$ cat config.mk
export PLATFORM = sky130hd
export DESIGN_NAME = parity_nor_sweep
export DESIGN_NICKNAME = d
export VERILOG_FILES = /design/src/rtl/parity_nor_pkg.sv /design/src/rtl/parity_nor_sweep_eval.sv /design/src/rtl/parity_nor_sweep.sv
export SDC_FILE = /design/constraint.sdc
export NUM_CORES = 1
export LEC_CHECK = 0
export ABC_AREA = 1
export CAP_MARGIN = 5
export CORE_MARGIN = 8
export CORE_UTILIZATION = 53
export CTS_BUF_LIST = sky130_fd_sc_hd__clkbuf_4
export CTS_CLUSTER_DIAMETER = 50
export DETAILED_ROUTE_END_ITERATION = 8
export PLACE_DENSITY = 0.86
export SETUP_SLACK_MARGIN = 0.2
export SLEW_MARGIN = 20
export SYNTH_ARGS = -nofsm -noshare
export SYNTH_HDL_FRONTEND = slang
export SYNTH_SLANG_ARGS = --single-unit
$ cat constraint.sdc
create_clock -name clk -period 4.1 [get_ports clk]
set_input_delay 1.025 -clock clk [delete_from_list [all_inputs] [get_ports clk]]
set_output_delay 1.025 -clock clk [all_outputs]
set_load 0.01 [all_outputs]
$ cat src/rtl/parity_nor_pkg.sv
// Shared types and helpers for the parity/NOR evaluator and its sweep engine.
// Holds the FSM state encoding and the legal width range.
package parity_nor_pkg;

  localparam int W_MIN = 2;
  localparam int W_MAX = 8;

  typedef enum logic [1:0] {
    IDLE,
    RUN,
    DONE
  } state_t;

  function automatic int tbl_depth(input int w);
    return 1 << w;
  endfunction

endpackage

$ cat src/rtl/parity_nor_sweep_eval.sv
// Pure combinational fn: y = ~(xor of x[0..W-2] | x[W-1]).
// x[0] is the MSB of the operand.
module parity_nor_eval #(
  parameter int W = 3
) (
  input  logic [0:W-1] x,
  output logic         y
);

  assign y = ~((^x[0:W-2]) | x[W-1]);

endmodule

$ cat src/rtl/parity_nor_sweep.sv
// Registered parity/NOR evaluator with a self-driven truth-table sweep.
// The sweep walks every operand value and accumulates the table and its popcount.
module parity_nor_sweep
  import parity_nor_pkg::*;
#(
  parameter int W = 3
) (
  input  logic                      clk,
  input  logic                      rst,
  input  logic [0:W-1]              data,
  output logic                      f,
  input  logic                      start,
  output logic                      busy,
  output logic                      done,
  output logic [0:W-1]              sweep_data,
  output logic [tbl_depth(W)-1:0]   truth_tbl,
  output logic [W:0]                ones
);

  localparam int D = tbl_depth(W);

  if (W < W_MIN || W > W_MAX) begin : g_bad_w
    $error("parity_nor_sweep: W out of range 2..8");
  end

  state_t     state;
  state_t     state_d;
  logic [W:0] cnt;
  logic       last;
  logic       live_y;
  logic       sweep_y;

  parity_nor_eval #(.W(W)) u_live (
    .x (data),
    .y (live_y)
  );

  parity_nor_eval #(.W(W)) u_sweep (
    .x (cnt[W-1:0]),
    .y (sweep_y)
  );

  // Full-width compare keeps the guard bit of cnt meaningful.
  assign last       = (cnt == (W+1)'(D - 1));
  assign busy       = (state == RUN);
  assign done       = (state == DONE);
  assign sweep_data = busy ? cnt[W-1:0] : '0;

  always_comb begin
    state_d = state;
    unique case (state)
      IDLE:    if (start) state_d = RUN;
      RUN:     if (last)  state_d = DONE;
      DONE:    state_d = IDLE;
      default: state_d = IDLE;
    endcase
  end

  always_ff @(posedge clk) begin
    if (rst) begin
      state     <= IDLE;
      cnt       <= '0;
      truth_tbl <= '0;
      ones      <= '0;
      f         <= 1'b0;
    end else begin
      state <= state_d;
      f     <= live_y;
      unique case (state)
        IDLE: begin
          if (start) begin
            cnt       <= '0;
            truth_tbl <= '0;
            ones      <= '0;
          end
        end
        RUN: begin
          truth_tbl[cnt[W-1:0]] <= sweep_y;
          ones <= ones + (W+1)'(sweep_y);
          cnt  <= cnt + (W+1)'(1);
        end
        default: ;
      endcase
    end
  end

endmodule
==> metrics.yaml <==
outcome:
  status: "finished, final reports clean"
grt:
  grt_pass1_vias: 829
  grt_pass1_wl_um: 3643
  grt_max_degree: 20
  grt_usage: 0.1371
  antenna_found_initial: 0
  grt-ovfl-total: 0
final_layout:
  finish.instance_area_mm2: 0.001159
  area.growth.synth_to_final_pct: 28.97
  nets: 156
  diodes: 0
  drive_gt1_frac: 0.05634
worst_setup_path:
  crit_required_ps: 3070
  slowest_delay_ps: 610
  critical-path-top-delay-family: "buffers and inverters"
  crit_type: "flip-flop to primary output"
  path_cells: "inv_1 -> nand2_1 -> nor2_1 -> clkdlybuf4s50_1"
  critPathLaunchType: "flip-flop"
  crit_arrival_ps: 1870
  critical_path_buf_inv_count: 2
  critPathMaxFanout: 7
  endpoint_kind: "primary output"
  cp_slowest_cell: "clkdlybuf4s50_1"
sta:
  max_freq_mhz: 345.2
  setup_viol_count_final: 0
  max_slew.worst_pin.slew_ps: 397.2
  post-route-period-util: 0.7066
  hold_viol_final: 0
  slew_violations: 0
  skew_ps: 7.089
  fin_crit_ps: 2897
  fin_tns_setup_ps: 0
  max_slew_margin: 0.7349
  grt_setup_unrepaired: "no"
clocking:
  clkTransAtPathRegs_ps: 110
  clock_sinks: 19
  cts.path.max_buffers: 2
  cts_resized: 0
  clk_latency_ps: 310
  root_buffer: "clkbuf_4"
  hold_buffers: 0
  numCtsBuffers: 3
  postCtsSetupBuffers: 0
  cts_tree: "yes"
  cts.htree.levels: 1
power_and_ir_drop:
  peakVddDrop_v: 0.0001795
  switching_share: 0.2699
  pwr-share-seq: 0.558
  clockPowerShare: 0.307
  power_density_mw_per_mm2: 299.0
  p_sw_w: 0.00009349
  power.leakage_nw: 0.4609
  total_power_w: 0.0003464
  p_int_w: 0.0002529
  p_comb_frac: 0.136
placed_design:
  io_buffer_count: 23
  place.gp.congestion: 0.9006
  hpwl_um: 1630
  placedInstanceArea_mm2: 0.001129
routing:
  drc: 0
  ant_nets: 0
  drt_first_pass_iters: 4
  drt_iter0_markers: 8
  wl_per_cell_um: 13.58
  wl_um: 2159
  vias_per_cell: 5.371
  vias: 854
logic_synthesis:
  synth_seq_cells: 19
  synth.most_common_cell: "nand2_1"
  synthesis.nets: 131
  syn_area_um2: 898.4
  synth_cell_type_count: 20
  async_flop_share: 0
  ys_top_cells_by_area: "dfxtp_1, nand2_1, ha_1"
  synth_edf_count: 0
  syn_avg_cell_area_um2: 7.613
  yosysTopAreaCell: "dfxtp_1"
  synth_top_area_frac: 0.4234
  ys_top_cells_by_count: "nand2_1, dfxtp_1, nand3_1, a21oi_1, inv_1"
  syn_inst: 118
  ys_seq_area_frac: 0.4234
  ys.flop_type: "dfxtp_1"
  yosys_warnings: 0
floorplanning:
  core-area_mm2: 0.001652
  design.die.area_mm2: 0.003268
  fp.dieH_um: 57.17
  die_w_um: 57.17
  pin_count: 24
  start_util: 0.5439
  rows: 15
hold_path:
  min_path_type: "flip-flop to flip-flop"
flow_run:
  maxCapViolations: 0
[final timing paths]
| kind | depth (start not counted) | slack (ps) | from | end |
|---|---|---|---|---|
| min | 2 | 450 | truth_tbl[7] | truth_tbl[7] |
| max | 4 | 1200 | state[1] | sweep_data[2] |
| max reg2reg | 11 | 2340 | cnt[1] | ones[3] |
| min reg2reg | 2 | 450 | truth_tbl[7] | truth_tbl[7] |
[layer usage]
layer / up-vias / part of all wire / track usage / wire length (µm)
met4: 0 / 0.023 / 0.07047 / 49
li1: 434 / - / - / -
met2: 23 / 0.50 / 0.2264 / 1071
met3: 7 / 0.061 / 0.05322 / 132
met1: 390 / 0.42 / 0.1473 / 906
met5: - / 0 / 0 / 0
[worst reg2reg max path, cell delays in order (launching register included)]
cell	delay [ps]
dfxtp_1	410
inv_1	110
ha_1	300
inv_1	50
nand2_1	40
inv_1	120
ha_1	200
nand2_1	60
nand3b_1	180
nand2_1	90
nand2_1	50
nor2_1	90
[area by class of cell]
cell class	instances	area (µm²)
Fill cell	136	493.0
Multi-Input combinational cell	84	451.7
Sequential cell	19	380.4
Timing Repair Buffer	23	230.2
Inverter	12	45.04
Clock buffer	4	30.03
Tap cell	17	21.27
[cells in the final DEF, fill, tap and decap left out, drive strengths merged]
master	Yosys	routed
o21bai	1	1
nand3	15	15
inv	12	12
xor2	1	1
nand3b	1	1
nor2	11	11
nand2	28	28
dfxtp	19	19
clkdlybuf4s50	0	23
ha	7	7
nor4	1	1
o21ai	4	4
nor3	2	2
o31ai	1	1
clkbuf	0	4
a21oi	12	12
[flip-flops by register name, summed over array words and instances, names as in the netlist]
signal / flops
truth_tbl: 8
state: 2
f: 1
ones: 4
cnt: 4
[kinds of logic after synthesis]
group | count (synthesis) | share of synthesized area
AND/OR/NAND/NOR | 58 | 0.2897
flip-flops | 19 | 0.4234
AO/OA/AOI/OAI | 18 | 0.1059
buffers and inverters | 15 | 0.07381
adder cells (fa/ha/maj) | 7 | 0.09749
XOR/XNOR | 1 | 0.009751
[power by group through the flow]
stage	Combinational [W]	Clock, W	Sequential [W]
2_1_floorplan	0.0000286	0	0.000198
5_1_grt	0.0000525	0.000117	0.000194
6_report	0.0000469	0.000106	0.000193
3_3_place_gp	0.0000457	0	0.000197
3_5_place_dp	0.0000470	0	0.000197
4_1_cts	0.0000474	0.000108	0.000193
[stage by stage]
stage          setup WS [ps]  cells  hold WS (ps)    util
2_1_floorplan           2205    118         433.7       -
3_3_place_gp            1624    155         433.8  0.6833
3_5_place_dp            1570    155         437.5  0.6833
4_1_cts                 1205    159         454.2  0.7015
5_1_grt                 1097    159         487.9  0.7015
6_report                1203    159         453.2  0.7015
Power figures use the tool's default switching activity.
